<file path="src/rtl/cube_line_engine.sv">
// Cube line engine: rotates the 8 cube vertices once per frame and produces
// 12 screen-space edges. Edges are built in a shadow buffer and copied to the
// output only on a frame_start edge, so downstream never sees a partial frame.

package types;
  localparam int LINE_BITS = 8;
  typedef struct packed {
    logic [LINE_BITS-1:0] x0;
    logic [LINE_BITS-1:0] y0;
    logic [LINE_BITS-1:0] x1;
    logic [LINE_BITS-1:0] y1;
  } line_t;
endpackage

module cube_line_engine #(
  parameter int CUBE_R     = 48,
  parameter int CENTER_X   = 80,
  parameter int CENTER_Y   = 60,
  parameter int ANGLE_STEP = 1,
  parameter int TILT_COS   = 110,
  parameter int TILT_SIN   = 64
) (
  input  logic                                clk_i,
  input  logic                                rst_ni,
  input  logic                                frame_start_i,
  input  logic                                enable_i,
  output logic [12*4*types::LINE_BITS-1:0]    lines_o,
  output logic                                lines_valid_o,
  output logic                                busy_o,
  output logic [7:0]                          angle_o
);
  localparam int LB = types::LINE_BITS;
  localparam logic signed [19:0] R20  = 20'(CUBE_R);
  localparam logic signed [19:0] CX   = 20'(CENTER_X);
  localparam logic signed [19:0] CY   = 20'(CENTER_Y);
  localparam logic signed [19:0] TC   = 20'(TILT_COS);
  localparam logic signed [19:0] TS   = 20'(TILT_SIN);
  localparam logic signed [19:0] MAXS = 20'((1 << LB) - 1);

  // First quarter of round(127*sin(2*pi*i/256)).
  localparam logic [6:0] SIN_LUT [64] = '{
    7'd0,   7'd3,   7'd6,   7'd9,   7'd12,  7'd16,  7'd19,  7'd22,
    7'd25,  7'd28,  7'd31,  7'd34,  7'd37,  7'd40,  7'd43,  7'd46,
    7'd49,  7'd51,  7'd54,  7'd57,  7'd60,  7'd63,  7'd65,  7'd68,
    7'd71,  7'd73,  7'd76,  7'd78,  7'd81,  7'd83,  7'd85,  7'd88,
    7'd90,  7'd92,  7'd94,  7'd96,  7'd98,  7'd100, 7'd102, 7'd104,
    7'd106, 7'd107, 7'd109, 7'd111, 7'd112, 7'd113, 7'd115, 7'd116,
    7'd117, 7'd118, 7'd120, 7'd121, 7'd122, 7'd122, 7'd123, 7'd124,
    7'd125, 7'd125, 7'd126, 7'd126, 7'd126, 7'd127, 7'd127, 7'd127};

  // Edge endpoints; lower vertex index is always the first endpoint.
  localparam logic [2:0] EDGE_A [12] = '{3'd0, 3'd2, 3'd4, 3'd6, 3'd0, 3'd1,
                                         3'd4, 3'd5, 3'd0, 3'd1, 3'd2, 3'd3};
  localparam logic [2:0] EDGE_B [12] = '{3'd1, 3'd3, 3'd5, 3'd7, 3'd2, 3'd3,
                                         3'd6, 3'd7, 3'd4, 3'd5, 3'd6, 3'd7};

  typedef enum logic [2:0] {S_IDLE, S_ROT_A, S_ROT_B, S_EDGE, S_DONE} state_t;

  // Full-wave sine from the quarter table by quadrant folding.
  function automatic logic signed [7:0] sin8(input logic [7:0] a);
    logic [6:0] m;
    if (a[6]) m = (a[5:0] == 6'd0) ? 7'd127 : SIN_LUT[6'd0 - a[5:0]];
    else      m = SIN_LUT[a[5:0]];
    sin8 = a[7] ? -$signed({1'b0, m}) : $signed({1'b0, m});
  endfunction

  // Saturate a signed screen coordinate into [0, 2^LB-1].
  function automatic logic [LB-1:0] clamp(input logic signed [19:0] v);
    if (v < 0)         clamp = '0;
    else if (v > MAXS) clamp = '1;
    else               clamp = v[LB-1:0];
  endfunction

  state_t              r_state, w_state_nx;
  logic [2:0]          r_k;
  logic [3:0]          r_e;
  logic [7:0]          r_angle, r_cangle;
  logic                r_shadow_valid, r_lines_valid;
  types::line_t [11:0] r_shadow, r_lines;
  logic signed [19:0]  r_xr, r_zr;
  logic [LB-1:0]       r_vx [8];
  logic [LB-1:0]       r_vy [8];

  logic signed [19:0]  w_c, w_s, w_x, w_y, w_z, w_xr, w_zr, w_sy;

  assign w_c  = sin8(r_cangle + 8'd64);
  assign w_s  = sin8(r_cangle);
  assign w_x  = r_k[2] ? R20 : -R20;
  assign w_y  = r_k[1] ? R20 : -R20;
  assign w_z  = r_k[0] ? R20 : -R20;
  assign w_xr = (w_x * w_c - w_z * w_s) >>> 7;
  assign w_zr = (w_x * w_s + w_z * w_c) >>> 7;
  assign w_sy = (w_y * TC - r_zr * TS) >>> 7;

  assign lines_o       = r_lines;
  assign lines_valid_o = r_lines_valid;
  assign busy_o        = (r_state != S_IDLE);
  assign angle_o       = r_angle;

  // State register.
  always_ff @(posedge clk_i or negedge rst_ni) begin
    if (!rst_ni) r_state <= S_IDLE;
    else         r_state <= w_state_nx;
  end

  // Next state; frame_start restarts from any state, aborting work in flight.
  always_comb begin
    w_state_nx = r_state;
    if (frame_start_i) w_state_nx = S_ROT_A;
    else begin
      case (r_state)
        S_IDLE:  w_state_nx = S_IDLE;
        S_ROT_A: w_state_nx = S_ROT_B;
        S_ROT_B: w_state_nx = (r_k == 3'd7) ? S_EDGE : S_ROT_A;
        S_EDGE:  w_state_nx = (r_e == 4'd11) ? S_DONE : S_EDGE;
        S_DONE:  w_state_nx = S_IDLE;
        default: w_state_nx = S_IDLE;
      endcase
    end
  end

  // Datapath: angle bookkeeping, commit, vertex transform and edge build.
  always_ff @(posedge clk_i or negedge rst_ni) begin
    if (!rst_ni) begin
      r_k            <= '0;
      r_e            <= '0;
      r_angle        <= '0;
      r_cangle       <= '0;
      r_shadow_valid <= 1'b0;
      r_lines_valid  <= 1'b0;
      r_shadow       <= '0;
      r_lines        <= '0;
      r_xr           <= '0;
      r_zr           <= '0;
      for (int i = 0; i < 8; i++) begin
        r_vx[i] <= '0;
        r_vy[i] <= '0;
      end
    end else if (frame_start_i) begin
      // Only a fully built shadow is published; an aborted one is dropped.
      if (r_shadow_valid) begin
        r_lines       <= r_shadow;
        r_lines_valid <= 1'b1;
      end
      r_shadow_valid <= 1'b0;
      r_cangle       <= r_angle;
      if (enable_i) r_angle <= r_angle + 8'(ANGLE_STEP);
      r_k <= '0;
      r_e <= '0;
    end else begin
      case (r_state)
        S_ROT_A: begin
          r_xr <= w_xr;
          r_zr <= w_zr;
        end
        S_ROT_B: begin
          r_vx[r_k] <= clamp(CX + r_xr);
          r_vy[r_k] <= clamp(CY + w_sy);
          r_k       <= r_k + 3'd1;
        end
        S_EDGE: begin
          r_shadow[r_e] <= {r_vx[EDGE_A[r_e]], r_vy[EDGE_A[r_e]],
                            r_vx[EDGE_B[r_e]], r_vy[EDGE_B[r_e]]};
          r_e <= r_e + 4'd1;
        end
        S_DONE: r_shadow_valid <= 1'b1;
        default: ;
      endcase
    end
  end

endmodule
</file>
<file path="config.mk">
export PLATFORM = sky130hd
export DESIGN_NAME = cube_line_engine
export DESIGN_NICKNAME = d
export VERILOG_FILES = /design/src/rtl/cube_line_engine.sv
export SDC_FILE = /design/constraint.sdc
export NUM_CORES = 2
export LEC_CHECK = 0
export ABC_CLOCK_PERIOD_IN_PS = 13100
export CAP_MARGIN = 20
export CORE_ASPECT_RATIO = 0.75
export CORE_UTILIZATION = 36
export CTS_BUF_LIST = sky130_fd_sc_hd__clkbuf_16
export CTS_CLUSTER_SIZE = 16
export DETAILED_ROUTE_END_ITERATION = 10
export RECOVER_POWER = 100
export SETUP_SLACK_MARGIN = 0.3
export SYNTH_ARGS = -nofsm -noshare
export SYNTH_HDL_FRONTEND = slang
export SYNTH_SLANG_ARGS = --single-unit
</file>
<file path="constraint.sdc">
create_clock -name clk_i -period 13.1 [get_ports clk_i]
set_input_delay 3.93 -clock clk_i [delete_from_list [all_inputs] [get_ports clk_i]]
set_output_delay 3.93 -clock clk_i [all_outputs]
set_load 0.02 [all_outputs]
</file>
==> metrics.cfg <==
[setup_path]
cp-start-kind = input pin
crit_fanout = 154
required_ns = 13.69
critPathKind = in2reg
cp.arrival_ns = 11.73
critPathCaptureType = flop

[floorplan]
die_y_um = 312
die_area_um2 = 129000
row_count = 113
boundaryPins = 398
coreArea_um2 = 127000
die_w_um = 415
initial_core_util_pct = 36.3

[global_routing]
grt_max_degree = 173
grt_first_pass_wirelength_um = 196000
grt_antenna_before_repair = 2
overflow = 0
grt_pass1_vias = 30500
grt_usage_pct = 19.8

[route]
detail-route-antenna-nets = 0
drtIter0Drc = 2715
drc = 0
first_pass_iters = 7
vias = 30800
vias_per_cell = 5.03
post_drt_wl_per_cell_um = 20.8
detail_route.wirelength_um = 127000

[placed_design]
detailed_place_hpwl_um = 86700
place_congestion = 0.891
portBuffers = 397

[final_layout]
fin_nets = 4675
fill_cells = 11900
layout-drive-gt1-share_pct = 16.7
area_delta_synth_final_pct = 19.3

[clock_tree]
htreeDepth = 3
cts_setup_buffers = 0
numCtsBuffers = 96
root_buffer = clkbuf_16
cts.sinks = 950
hold_buffers = 0
path_clk_slew_ns = 0.06
cts_tree = done
clock_latency_ns = 0.74
cts.repair.resized = 0
clockBufferDepth = 3

[synthesis]
seq_area_frac_synth_pct = 51.6
yosysMostFrequentCell = dfrtp_1
synth.distinct_cells = 90
async_flop_share_pct = 100
synthCells = 4062
ys_seq_elements = 950
synthFlopType = dfrtp_1
yosysWarnings = 0
synth_top_area_share_pct = 51.6
synth_largest_area_cell = dfrtp_1
synth_area_leaders = dfrtp_1 52%, mux2_2 11%, fa_1 7.3%
synth_area_um2 = 46100
avgSynthCellArea_um2 = 11.3
yosys-top-cells-count = 950 x dfrtp_1, 621 x nand2_1, 469 x o21ai_0
synth_edf_count = 0

[job]
maxCapViolations = 30

[sta]
finalSetupTns_ns = 0
fmax_mhz = 89.8
hold_viol = 0
finalMaxSlewViolations = 1676
finalCritPeriodShare_pct = 85.0
rsz0062_at_grt = false
period_minus_slack_ns = 11.14
setup_viol = 0
finClkSkew_ns = 0.0570
max_slew.worst_pin.slew_ns = 6.03
max_slew_margin_pct = -302

[outcome]
violations = max-capacitance violations, max-slew violations
status = finished, violations left

[hold_path]
hold_path.class = reg2reg

## cell type report
cell class | instances | area, µm² | share of cell area (%)
Sequential cell | 950 | 23800 | 43.2
Timing Repair Buffer | 475 | 4500 | 8.19
Clock buffer | 96 | 2400 | 4.37
Tap cell | 1667 | 2090 | 3.79
Multi-Input combinational cell | 2583 | 20400 | 37.1
Inverter | 274 | 1030 | 1.87
Clock inverter | 77 | 758 | 1.38
Antenna cell | 2 | 5.00 | 0.00910
## path summary, 6_finish.rpt
path	startpoint	to	slack, ns	depth (start not counted)
max	frame_start_i	lines_o[151]	1.96	6
min	r_shadow[136]	r_shadow[136]	0.47	2
max reg2reg	r_cangle[0]	r_zr[12]	2.19	33
min reg2reg	r_shadow[136]	r_shadow[136]	0.47	2
max in group asynchronous	rst_ni	r_shadow[225]	2.31	3
min in group asynchronous	rst_ni	lines_o[207]	5.47	1
## stage by stage
step | setup slack (ns) | cell area [µm²] | hold slack, ns | cells | util (%)
after floorplan | 3.36 | 46100 | 0.446 | 4064 | -
final | 1.96 | 55000 | 0.474 | 6124 | 43.4
after global routing | 0.691 | 55000 | 0.486 | 6122 | 43.3
after CTS | 2.27 | 55100 | 0.479 | 6118 | 43.4
after detailed placement | 2.32 | 51900 | 0.461 | 5945 | 40.9
after global placement | 2.46 | 51900 | 0.454 | 5944 | 40.9
## worst max-delay path, stage by stage
cell and delay, ns:
dlygate4sd3_1 0.52, clkbuf_1 1.25, nand2_1 1.93, clkbuf_2 2.43, buf_12 1.04, mux2_2 0.38
## registers in the layout, indices dropped and copies added (netlist names)
name / cells
r_zr: 13
lines_o: 384
r_k: 3
angle_o: 8
r_vy: 64
r_vx: 64
r_shadow: 384
lines_valid_o: 1
r_shadow_valid: 1
r_xr: 13
r_e: 4
r_state: 3
r_cangle: 8
## logic make-up after synthesis
family                     count (synthesis)  synth area share [%]
muxes                                    546                  14.1
other                                      2                0.0163
and+or+nand+nor                          936                  8.66
buffers and inverters                    531                  4.42
xor gates and xnor gates                  71                  1.38
AOI/OAI and AO/OA                        735                  9.16
adders and majority gates                291                  10.6
DFF                                      950                  51.6
## placed cells by master (no fill, tap or decap), drive strengths merged, types with 6 or more instances in the layout
cell	count
nor3	20
o21a	10
o22ai	6
o21ai	482
mux2i	49
nand2b	21
mux2	460
xor2	30
a31oi	24
inv	296
clkinv	41
a211oi	31
nand3	61
or3	7
fa	168
nor2b	12
nand2	621
clkbuf	127
xnor2	41
bufinv	9
o211ai	6
a21o	8
mux4	37
dfrtp	950
and2	10
or2	11
ha	123
a21oi	92
nor2	112
o31a	7
nor4	6
buf	48
and3	27
dlygate4sd3	395
o31ai	22
## routing by layer
layer	GRT usage, %	wire length [µm]
met1	28.2	59600
met2	30.7	57800
met3	3.18	5580
met4	6.68	4410
met5	0	0
Power is not shown: default switching activity piles up to over one toggle a cycle in this logic, so the estimate is an artifact.
